$ cat src/rtl/rintaro_irq_pkg.sv
// Shared constants for the interrupt event queue: FSM state encodings,
// default key FIFO depth and the padding applied to 9-bit scancodes.
package rintaro_irq_pkg;

  localparam int unsigned IRQ_FIFO_DEPTH_DEFAULT = 8;
  localparam int unsigned STATE_W                = 2;

  localparam logic [6:0] KEY_PAD = 7'b0;

  // FSM state encodings
  localparam logic [STATE_W-1:0] ST_IDLE    = 2'd0;
  localparam logic [STATE_W-1:0] ST_ASSERT  = 2'd1;
  localparam logic [STATE_W-1:0] ST_RELEASE = 2'd2;

endpackage

$ cat src/rtl/sync_fifo.sv
// Single-clock FIFO with show-ahead output.
// Ports:
//   clk, rst      clock, synchronous active-high reset
//   push, din     write request / data (accepted when not full, or when full
//                 and popping in the same cycle)
//   pop           read request (ignored when empty)
//   dout          head entry, valid while not empty
//   full, empty   status flags
//   count         number of stored entries
module sync_fifo #(
  parameter int unsigned WIDTH = 16,
  parameter int unsigned DEPTH = 8,
  parameter int unsigned CW    = $clog2(DEPTH) + 1
) (
  input  logic             clk,
  input  logic             rst,
  input  logic             push,
  input  logic             pop,
  input  logic [WIDTH-1:0] din,
  output logic [WIDTH-1:0] dout,
  output logic             full,
  output logic             empty,
  output logic [CW-1:0]    count
);

  localparam int unsigned AW = $clog2(DEPTH);

  logic [WIDTH-1:0] mem [DEPTH];
  logic [AW-1:0]    wr_ptr;
  logic [AW-1:0]    rd_ptr;
  logic             do_push;
  logic             do_pop;

  assign empty   = (count == CW'(0));
  assign full    = (count == CW'(DEPTH));
  assign do_pop  = pop & ~empty;
  // A full FIFO still accepts a write when the head leaves in the same cycle.
  assign do_push = push & (~full | do_pop);
  assign dout    = mem[rd_ptr];

  // Storage array, no reset needed
  always_ff @(posedge clk) begin
    if (do_push) mem[wr_ptr] <= din;
  end

  // Pointers wrap naturally modulo DEPTH; count tracks occupancy
  always_ff @(posedge clk) begin
    if (rst) begin
      wr_ptr <= '0;
      rd_ptr <= '0;
      count  <= '0;
    end else begin
      if (do_push) wr_ptr <= wr_ptr + AW'(1);
      if (do_pop)  rd_ptr <= rd_ptr + AW'(1);
      case ({do_push, do_pop})
        2'b10:   count <= count + CW'(1);
        2'b01:   count <= count - CW'(1);
        default: count <= count;
      endcase
    end
  end

endmodule

$ cat src/rtl/irq_event_queue.sv
// Interrupt event queue: buffers keyboard key events in a FIFO and holds one
// breakpoint hit, presenting one event at a time as a held irq until the CPU
// acknowledges through turnOffIRQ (ack). Breakpoints take priority over keys.
// Ports:
//   fastClk, rst  clock, synchronous active-high reset
//   keyCode       9-bit scancode, stable while keyPressed is high
//   keyPressed    key level; rising edge is one event
//   keyEnable     key events dropped while low
//   bpAsync       breakpoint hit level from another clock domain
//   bpData        breakpoint payload
//   vectorIn      interrupt vector captured with each presented event
//   ack           acknowledge level from another clock domain
//   irq           held interrupt request
//   intData       payload of the presented event
//   intAddr       vector captured with the presented event
//   pending       queued key events, excluding the presented one
//   overflow      sticky: a key event was dropped on a full FIFO
module irq_event_queue
  import rintaro_irq_pkg::*;
#(
  parameter int unsigned DEPTH = IRQ_FIFO_DEPTH_DEFAULT,
  parameter int unsigned CW    = $clog2(DEPTH) + 1
) (
  input  logic          fastClk,
  input  logic          rst,
  input  logic [8:0]    keyCode,
  input  logic          keyPressed,
  input  logic          keyEnable,
  input  logic          bpAsync,
  input  logic [15:0]   bpData,
  input  logic [31:0]   vectorIn,
  input  logic          ack,
  output logic          irq,
  output logic [15:0]   intData,
  output logic [31:0]   intAddr,
  output logic [CW-1:0] pending,
  output logic          overflow
);

  logic               key_prev;
  logic               key_edge;
  logic               bp_s0, bp_s1, bp_s2;
  logic               bp_edge;
  logic               bp_pend;
  logic [15:0]        bp_buf;
  logic               ack_a0, ack_a1, ack_a2;
  logic               ack_edge;
  logic [STATE_W-1:0] state, state_next;
  logic               load_bp;
  logic               load_key;
  logic [15:0]        fifo_dout;
  logic               fifo_full;
  logic               fifo_empty;

  assign key_edge = keyPressed & ~key_prev & keyEnable;
  assign bp_edge  = bp_s1 & ~bp_s2;
  assign ack_edge = ack_a1 & ~ack_a2;

  sync_fifo #(
    .WIDTH (16),
    .DEPTH (DEPTH),
    .CW    (CW)
  ) u_key_fifo (
    .clk   (fastClk),
    .rst   (rst),
    .push  (key_edge),
    .pop   (load_key),
    .din   ({KEY_PAD, keyCode}),
    .dout  (fifo_dout),
    .full  (fifo_full),
    .empty (fifo_empty),
    .count (pending)
  );

  // Edge detect, synchronizers and the single-entry breakpoint slot
  always_ff @(posedge fastClk) begin
    if (rst) begin
      key_prev <= 1'b0;
      bp_s0    <= 1'b0;
      bp_s1    <= 1'b0;
      bp_s2    <= 1'b0;
      ack_a0   <= 1'b0;
      ack_a1   <= 1'b0;
      ack_a2   <= 1'b0;
      bp_pend  <= 1'b0;
      bp_buf   <= '0;
      overflow <= 1'b0;
    end else begin
      key_prev <= keyPressed;
      bp_s0    <= bpAsync;
      bp_s1    <= bp_s0;
      bp_s2    <= bp_s1;
      ack_a0   <= ack;
      ack_a1   <= ack_a0;
      ack_a2   <= ack_a1;
      // A fresh hit wins over the load that consumes the previous one.
      if (bp_edge) begin
        bp_pend <= 1'b1;
        bp_buf  <= bpData;
      end else if (load_bp) begin
        bp_pend <= 1'b0;
      end
      if (key_edge && fifo_full && !load_key) overflow <= 1'b1;
    end
  end

  // FSM state and presented-event registers
  always_ff @(posedge fastClk) begin
    if (rst) begin
      state   <= ST_IDLE;
      irq     <= 1'b0;
      intData <= '0;
      intAddr <= '0;
    end else begin
      state <= state_next;
      irq   <= (state_next == ST_ASSERT);
      if (load_bp) begin
        intData <= bp_buf;
        intAddr <= vectorIn;
      end else if (load_key) begin
        intData <= fifo_dout;
        intAddr <= vectorIn;
      end
    end
  end

  // Next-state: present an event from IDLE, wait for ack, wait for ack release
  always_comb begin
    state_next = state;
    load_bp    = 1'b0;
    load_key   = 1'b0;
    case (state)
      ST_IDLE: begin
        if (bp_pend) begin
          load_bp    = 1'b1;
          state_next = ST_ASSERT;
        end else if (!fifo_empty) begin
          load_key   = 1'b1;
          state_next = ST_ASSERT;
        end
      end
      ST_ASSERT: begin
        if (ack_edge) state_next = ST_RELEASE;
      end
      ST_RELEASE: begin
        if (!ack_a1) state_next = ST_IDLE;
      end
      default: state_next = ST_IDLE;
    endcase
  end

endmodule

$ cat config.mk
export PLATFORM = sky130hd
export DESIGN_NAME = irq_event_queue
export DESIGN_NICKNAME = d
export VERILOG_FILES = /design/src/rtl/rintaro_irq_pkg.sv /design/src/rtl/sync_fifo.sv /design/src/rtl/irq_event_queue.sv
export SDC_FILE = /design/constraint.sdc
export NUM_CORES = 1
export LEC_CHECK = 0
export CAP_MARGIN = 25
export CORE_MARGIN = 3
export CORE_UTILIZATION = 46
export DETAILED_ROUTE_END_ITERATION = 8
export GPL_TIMING_DRIVEN = 0
export PLACE_DENSITY = 0.75
export SYNTH_ARGS = -nofsm -noshare
export SYNTH_HDL_FRONTEND = slang
export SYNTH_SLANG_ARGS = --single-unit
$ cat constraint.sdc
create_clock -name fastClk -period 2.5 [get_ports fastClk]
set_clock_uncertainty 0.05 [all_clocks]
set_input_delay 0.5 -clock fastClk [delete_from_list [all_inputs] [get_ports fastClk]]
set_output_delay 0.5 -clock fastClk [all_outputs]
set_load 0.05 [all_outputs]
Word level (Yosys, flattened, before mapping)
Memories as Yosys holds them, arrays and structs flattened. A register that Yosys moved wholly into a read port is not among the register bits.
Index checks and enable logic that the tools add are counted.

storage, ports and cells
  register bits after elaboration = 86
  bits in writable memories = 72
  bits of input ports = 63
  output and inout bits = 54
  logic and storage cells = 69
  memories = 1

operators by class
  add/subtract/negate cells = 4
  eq/ne operators = 6
  muxes and demuxes = 21
  bitwise gates (word level) = 12
  reduce and logical (&&, ||, !) cells = 8

memories
  memory          words  bits a word  rd ports  clocked after Yosys merged registers in  write ports  RTL line         text
  u_key_fifo.mem  8      9            1         1                                        1            sync_fifo.sv:28  logic [WIDTH-1:0] mem [DEPTH];

operator list
  cell                                                                 number
  32-bit two-way mux                                                   2
  16-bit two-way mux                                                   2
  1-bit two-way mux                                                    9
  2-bit two-way mux                                                    4
  4-bit case mux with 2 select lines                                   1
  3-bit by 1-bit adder with 3-bit output (second input constant)       2
  1-bit bitwise AND                                                    6
  2-bit by 1-bit == test with 1-bit output (second input constant)     3
  3-bit two-way mux                                                    2
  2-bit case mux with 3 select lines                                   1
  2-bit nonzero test                                                   3
  1-bit inverter                                                       5
  4-bit by 1-bit adder with 4-bit output (second input constant)       1
  2-bit == test (second input constant)                                2
  4-bit == test (second input constant)                                1
  4-bit zero test                                                      1
  4-bit by 1-bit subtractor with 4-bit output (second input constant)  1
  1-bit logical AND                                                    2
  2-bit zero test                                                      1
  1-bit zero test                                                      1
  1-bit bitwise OR                                                     1

Longest topological paths before layout
Gate-level depths: netlist of run 1.

  word-level depth = 9
  gate-level depth with buffers = 12
  mapped depth without buffers = 9

Cells and area by module
Synthesis of run 1 repeated with hierarchy kept, for this count alone.

unflattened totals
  cell total of the unflattened synthesis = 601
  area total of the unflattened synthesis = 8642.0 sq um

by module, submodules not included
  module           instances  cells an instance  area an instance (sq um)  seq. area each (sq um)
  sync_fifo        1          271                5662.9                    4103.9
  irq_event_queue  1          330                2979.1                    1521.5

Worst setup path before layout of run 1
Ideal clock, no wire load.

  path type = register to register
  start point = reg u_key_fifo.count[1]
  end point = reg u_key_fifo.count[2]
  setup time = 0.121 ns
  data arrival time = 2.475 ns
  slack = -0.146 ns
  cell stages (with the launch flop) = 12
  path buffers = 3
  clock period less this slack = 2.646 ns
  cell sequence = dfxtp_1 > buf_6 > or4_4 > buf_6 > and2_4 > buf_6 > nand2_1 > xnor2_1 > ha_1 > nand2_1 > o31a_1 > mux2_4

between the ends
  longest elaborated chain between the ends = 9
  elaborated cells on any way between the ends = 16

ends and longest elaborated chain
  what                                                                       RTL line                text
  from (decl)                                                                sync_fifo.sv:23         output logic [CW-1:0] count
  from (signal assigned)                                                     sync_fifo.sv:56         2'b10: count <= count + CW'(1);
  from (signal assigned)                                                     sync_fifo.sv:57         2'b01: count <= count - CW'(1);
  from (signal assigned)                                                     sync_fifo.sv:58         default: count <= count;
  4-bit zero test                                                            sync_fifo.sv:34         assign empty = (count == CW'(0));
  1-bit two-way mux                                                          irq_event_queue.sv:137  end else if (!fifo_empty) begin
  1-bit two-way mux                                                          irq_event_queue.sv:134  if (bp_pend) begin
  1-bit two-way mux                                                          irq_event_queue.sv:132  case (state)
  1-bit bitwise AND                                                          sync_fifo.sv:36         assign do_pop = pop & ~empty;
  1-bit bitwise OR                                                           sync_fifo.sv:38         assign do_push = push & (~full | do_pop);
  1-bit bitwise AND                                                          sync_fifo.sv:38
  2-bit by 1-bit == test with 1-bit output or 2-bit == test (tied branches)  sync_fifo.sv:55         case ({do_push, do_pop})
  4-bit case mux with 2 select lines or 2-bit nonzero test (tied branches)   -

Several ways; a longest one is shown, not always the timed one.
A chain may end at the register's enable or synchronous reset.

Final worst setup path of run 1
  start point = reg bp_pend
  end point = mem u_key_fifo.mem[2][2] in the netlist's numbering (enable)

between the ends
  longest elaborated chain between the ends = 7

ends and longest elaborated chain
  what                                     RTL line                text
  from (decl)                              irq_event_queue.sv:44   logic bp_pend;
  from (signal assigned)                   irq_event_queue.sv:85   bp_pend <= 1'b0;
  from (signal assigned)                   irq_event_queue.sv:98   bp_pend <= 1'b1;
  from (signal assigned)                   irq_event_queue.sv:101  bp_pend <= 1'b0;
  1-bit two-way mux                        irq_event_queue.sv:134
  1-bit two-way mux                        irq_event_queue.sv:132
  1-bit bitwise AND                        sync_fifo.sv:36
  1-bit bitwise OR                         sync_fifo.sv:38
  1-bit bitwise AND                        sync_fifo.sv:38
  1-bit two-way mux                        sync_fifo.sv:43         if (do_push) mem[wr_ptr] <= din;
  1-bit two-way mux (implied by the code)  sync_fifo.sv:43
  to (decl)                                sync_fifo.sv:28

Every way passes these cells.

==> metrics.cfg, run 1 <==
[logic_synthesis]
ys_ff_latch=161
synth-edff-count=72
yosysTopAreaCellShare=0.362
ys_seq_area_frac=0.660
syn_area_um2=5980
synth_ff_type=dfxtp_1
synthDistinctLibCells=38
syn_inst=489
ys.warnings.count=0
synth_top_area_cell=edfxtp_1
ys_async_sr_fraction=0
synth_nets=555
syn_avg_cell_area_um2=12.2
yosys-top-cells-area=edfxtp_1 36%, dfxtp_1 30%, mux4_2 6.8%

[sta]
finalMaxSlewViolations=0
hold_viol_final=0
period_share=0.972
fin_ws_ns=0.0688
relSlewSlack=0.433
max_freq_ghz=0.411
period_needed_ns=2.43
setup-violations-final=0
final.setup.tns_ns=0
tightest_slew_ns=0.848
rsz0062_at_grt=yes

[layout]
final_common_cell=clkdlybuf4s50_1
area_growth_pct=33.0
mostFrequentLayoutCells=116 x clkdlybuf4s50_1, 101 x nand2_1, 86 x dfxtp_1, 72 x edfxtp_1, 55 x a21oi_1
num_antenna_cells=0
drive_gt1_frac=0.114
fin_nets=694
fin_util=0.627
final_area_um2=7950

[route]
dr.pass1.iters=5
drt_wl_total_um=13400
drc_errors=0
wire_per_inst_um=16.5
routed_via_density=5.14
num_vias=4171
drt_iter0_drc=238
drtAntennaViolNets=0

[grt]
grt_max_degree=17
grt_pass1_vias=4214
grt_pass1_wl_um=21500
gr-usage-all-layers=0.194
grt_overflow=0
antenna_found_initial=0

[worst_setup_path]
cp_max_fo=9
cp.arrival_ns=2.43
cp_cell_sequence=or3_1, a21oi_1, nand2b_1, nor2_1
path_class=register to register
worst-path-buf-inv=0
cp-start-kind=register
required_ns=2.50
cp_slowest_cell=nor2_1
slowest_delay_ns=0.69
end_kind=register
critPathTopFamily=simple AND/OR/NAND/NOR gates

[flow_run]
maxCapViolations=0

[clock_network]
cts_tree=yes
htreeDepth=4
cts_sinks=161
cts_buffers=17
clk_path_buf_depth=2
clockRootBuffer=clkbuf_16
clk_pin_slew_ns=0.06
clk_latency_ns=0.42

[floorplanning]
io_pins=117
fp.dieH_um=120
coreArea_um2=12700
chipWidth_um=120
initial_core_util=0.472
num_rows=41
dieArea_um2=14400

[power]
ir_worst_vdd_mv=0.615
pwr_density_cell_nw_per_um2=1110
p_leak_nw=2.69

[placed_design]
dp_hpwl_um=9830
dp_slack_ns=-0.442
portBuffers=116
placed_cell_area_um2=7380
gp_congestion=0.805

[run_status]
status=finished, final reports clean

[worst_hold_path]
min_path_type=register to register

==> metal layers <==
layer | track usage | vias up | share of wire
li1 | - | 2026 | -
met1 | 0.232 | 2001 | 0.42
met2 | 0.326 | 127 | 0.50
met3 | 0.0594 | 17 | 0.063
met4 | 0.0787 | 0 | 0.019
met5 | 0 | - | 0
==> path summary, 6_finish.rpt <==
path,from,end,slack [ns],cells past startpoint
worst min register to register,bp_s0,bp_s1,0.39,1
worst min-delay path,bp_s0,bp_s1,0.39,1
worst max-delay path,bp_pend,u_key_fifo.mem[2][2],0.07,4
worst max register to register,bp_pend,u_key_fifo.mem[2][2],0.07,4
==> state kept, by name, summed over array words and instances, names as in the netlist, named ones only <==
register / flops
ack_a0: 1
ack_a1: 1
ack_a2: 1
bp_buf: 16
bp_pend: 1
bp_s0: 1
bp_s1: 1
bp_s2: 1
intAddr: 32
intData: 16
irq: 1
key_prev: 1
overflow: 1
state: 2
u_key_fifo.count: 4
u_key_fifo.mem: 72
u_key_fifo.rd_ptr: 3
u_key_fifo.wr_ptr: 3
==> stage by stage <==
step	cells	power, mW	hold slack, ns
floorplan	489	5.51	0.364
global placement	777	6.42	0.382
detailed placement	779	6.51	0.375
CTS	808	8.85	0.399
global route	811	9.26	0.420
finish	811	8.84	0.389
==> cells by family after synthesis <==
family / after synthesis / share of synthesized area
buf+inv: 33 / 0.0260
compound gates: 88 / 0.0846
mux: 33 / 0.0940
flops: 161 / 0.660
simple gates: 166 / 0.122
xor+xnor: 5 / 0.00733
fa+ha+maj: 3 / 0.00628
==> cell type report <==
| class | instances | area [um^2] |
|---|---|---|
| tap | 172 | 215 |
| clock inverter | 12 | 113 |
| fill | 973 | 4720 |
| timing repair buffer | 121 | 1200 |
| clock buffer | 18 | 429 |
| sequential | 161 | 3950 |
| multi-input combinational | 295 | 1900 |
| buffer | 32 | 144 |
==> what timing repair did <==
action                     CTS  global route
resized for setup            1             5
hold buffers                 0             0
setup buffers                0             3
setup endpoints to repair    1            67
pin swaps                    1             1
==> cells in the mapped netlist (2+ instances only) <==
master,count
nand2_1,101
dfxtp_1,89
edfxtp_1,72
a21oi_1,55
nor2_1,28
clkbuf_1,18
mux4_2,18
a22oi_1,17
mux2i_1,13
nor2b_1,11
o22ai_1,9
nand2b_1,8
buf_2,7
buf_1,5
nor3_1,4
buf_6,3
ha_1,3
xnor2_1,3
nand3b_1,2
nand4_1,2
o21a_1,2
o21ai_0,2
xor2_1,2
==> where the power goes <==
part           total, mW  switching, mW  leakage (nW)  internal (mW)
clock network       2.37           1.01         0.254           1.36
registers           3.27          0.202          1.38           3.06
logic               3.20           1.96          1.06           1.24
total               8.84           3.17          2.69           5.67
==> worst register-to-register path, cell delays in order, from the launching register on <==
cell      delay [ns]
dfxtp_1         0.36
or3_1           0.45
a21oi_1         0.29
nand2b_1        0.22
nor2_1          0.69
Power figures use the tool's default switching activity.
==> inputs of run 2 (changes only) <==
Settings changed: CELL_PAD_IN_SITES_DETAIL_PLACEMENT set to 0, CELL_PAD_IN_SITES_GLOBAL_PLACEMENT set to 1, CORE_UTILIZATION 46 to 33, CTS_CLUSTER_SIZE set to 28, PLACE_DENSITY 0.75 to unset, PLACE_DENSITY_LB_ADDON set to 0.1.
==> run 2 against run 1 <==
Against the previous run: register-to-register slack got worse by 0.04 ns; utilization fell by 17 points; final cell count rose by 6.5%; final area rose by 0.94%; power rose by 0.12%; global-route usage fell by 4.7 points; non-clock buffer count fell by 2; sequential power barely moved; sequential share of layout area fell by 0.46 points; count of clock-buffer cells in the layout did not move; critical endpoint is now u_key_fifo.count[2].
==> metrics.cfg, run 2 (synthesis gave the netlist of run 1 again) <==
[power]
ir_worst_vdd_mv=0.526  ; -14%
pwr_density_cell_nw_per_um2=1100  ; -0.82%
p_leak_nw=2.67  ; -0.68%

[sta]
setup-violations-final=0  ; unchanged
period_share=0.989  ; +0.0169
rsz0062_at_grt=yes
finalMaxSlewViolations=0  ; unchanged
fin_ws_ns=0.0266  ; -0.0422 ns
fin_hold_ws_ns=0.385  ; -0.00455 ns
max_freq_ghz=0.404  ; -1.7%
hold_viol_final=0  ; unchanged
period_needed_ns=2.47  ; +0.0422 ns
relSlewSlack=0.491  ; +0.0583
tightest_slew_ns=0.763  ; -0.0844 ns

[layout]
top_regs=u_key_fifo.mem x72, intAddr x32
final_area_um2=8020  ; +0.94%
final_cell_count_no_fill=864  ; +6.5%
final_common_cell=clkdlybuf4s50_1
fin_nets=692  ; -0.29%
fillerInstances=1622  ; +67%
area_growth_pct=34.2
regMostFlops=u_key_fifo.mem
num_antenna_cells=0  ; unchanged
largest_register_ff_count=72  ; unchanged
drive_gt1_frac=0.119  ; +0.00469
mostFrequentLayoutCells=116 x clkdlybuf4s50_1, 101 x nand2_1, 86 x dfxtp_1, 72 x edfxtp_1, 55 x a21oi_1

[route]
num_vias=4050  ; -2.9%
routed_via_density=4.69  ; -8.9%
drtAntennaViolNets=0  ; unchanged
drt_wl_total_um=14100  ; +5.7%
dr.pass1.iters=4  ; -1
drt_iter0_drc=211  ; -11%
drc_errors=0  ; unchanged
wire_per_inst_um=16.4  ; -0.78%

[clock_network]
clk_latency_ns=0.42  ; about the same
cts_tree=yes
htreeDepth=4  ; unchanged
cts_sinks=161  ; unchanged
cts_buffers=17  ; unchanged
clk_pin_slew_ns=0.06  ; about the same
clockRootBuffer=clkbuf_16
clk_path_buf_depth=2  ; unchanged

[placed_design]
gp_congestion=0.742  ; -7.8%
placed_cell_area_um2=7440  ; +0.83%
place_inst=830  ; +6.5%
dp_hpwl_um=10000  ; +2.2%
portBuffers=116  ; unchanged
dp_slack_ns=-0.486  ; -0.0438 ns

[worst_setup_path]
end_kind=register
cp.arrival_ns=2.73  ; +0.30 ns
required_ns=2.76  ; +0.26 ns
path_class=register to register
cp_max_fo=8  ; -1
cp-start-kind=register
startpoint=u_key_fifo.count[1]
r2r-start=u_key_fifo.count[1]

[floorplanning]
fp.dieH_um=141  ; +17%
io_pins=117  ; unchanged
chipWidth_um=141  ; +17%
initial_core_util=0.341  ; -0.131
dieArea_um2=19800  ; +37%
coreArea_um2=17500  ; +38%
num_rows=48  ; +17%

[grt]
grt_pass1_wl_um=22400  ; +4.1%
grt_max_degree=17  ; unchanged
antenna_found_initial=0  ; unchanged
grt_overflow=0  ; unchanged
grt_pass1_vias=4095  ; -2.8%
gr-usage-all-layers=0.147  ; -0.0466

[worst_hold_path]
min_path_type=register to register
hp-start=ack_a0

[flow_run]
maxCapViolations=0  ; unchanged

[run_status]
status=finished, final reports clean

## run 2: final timing paths
path                            slack [ns]  depth (start not counted)             endpoint
worst min register to register        0.38                          1               ack_a1
worst min-delay path                  0.38                          1               ack_a1
worst max-delay path                  0.03                         10  u_key_fifo.count[2]
worst max register to register        0.03                         10  u_key_fifo.count[2]
## run 2: area by class of cell
| cell class | count | area [um^2] | share of cell area |
|---|---|---|---|
| tap | 225 | 282 | 0.0351 |
| buffer | 32 | 144 | 0.0179 |
| multi-input combinational | 295 | 1930 | 0.240 |
| timing repair buffer | 119 | 1180 | 0.148 |
| clock buffer | 18 | 429 | 0.0535 |
| clock inverter | 14 | 106 | 0.0133 |
| sequential | 161 | 3950 | 0.492 |
## run 2: timing repair
| action | in CTS | in global routing |
|---|---|---|
| endpoints found under the setup margin | 55 | 46 |
| hold buffers | 0 | 0 |
| buffers inserted | 0 | 2 |
| pin swaps | 0 | 4 |
| resized for setup | 3 | 8 |
## run 2: stage by stage
stage	utilization	power, mW	TNS, ns
2_1_floorplan	-	5.51	-0.000363
3_3_place_gp	0.424	6.52	-40.53
3_5_place_dp	0.424	6.56	-36.42
4_1_cts	0.455	8.94	-2.27
5_1_grt	0.458	9.31	-0.0763
6_report	0.458	8.85	0
## run 2: worst max-delay path, cell delays in order, from the launching register on
cell and delay, ns:
dfxtp_4 0.34, buf_6 0.13, or4_4 0.49, and2_4 0.16, buf_6 0.12, nand2_1 0.07, xnor2_1 0.13, ha_2 0.20
nand2_1 0.05, o31a_1 0.32, mux2_4 0.30
## run 2: per-layer routing
layer  routed length (um)  up-vias  track usage
li1                     -     2022            -
met1                 6260     1900        0.190
met2                 6870      112        0.245
met3                  798       16       0.0343
met4                  206        0       0.0505
met5                    0        -            0
## run 2: power breakdown
group          switching (mW)  leakage, nW  internal [mW]
Combinational            2.00         1.04           1.23
Sequential              0.188         1.38           3.06
Clock                    1.08        0.253           1.29
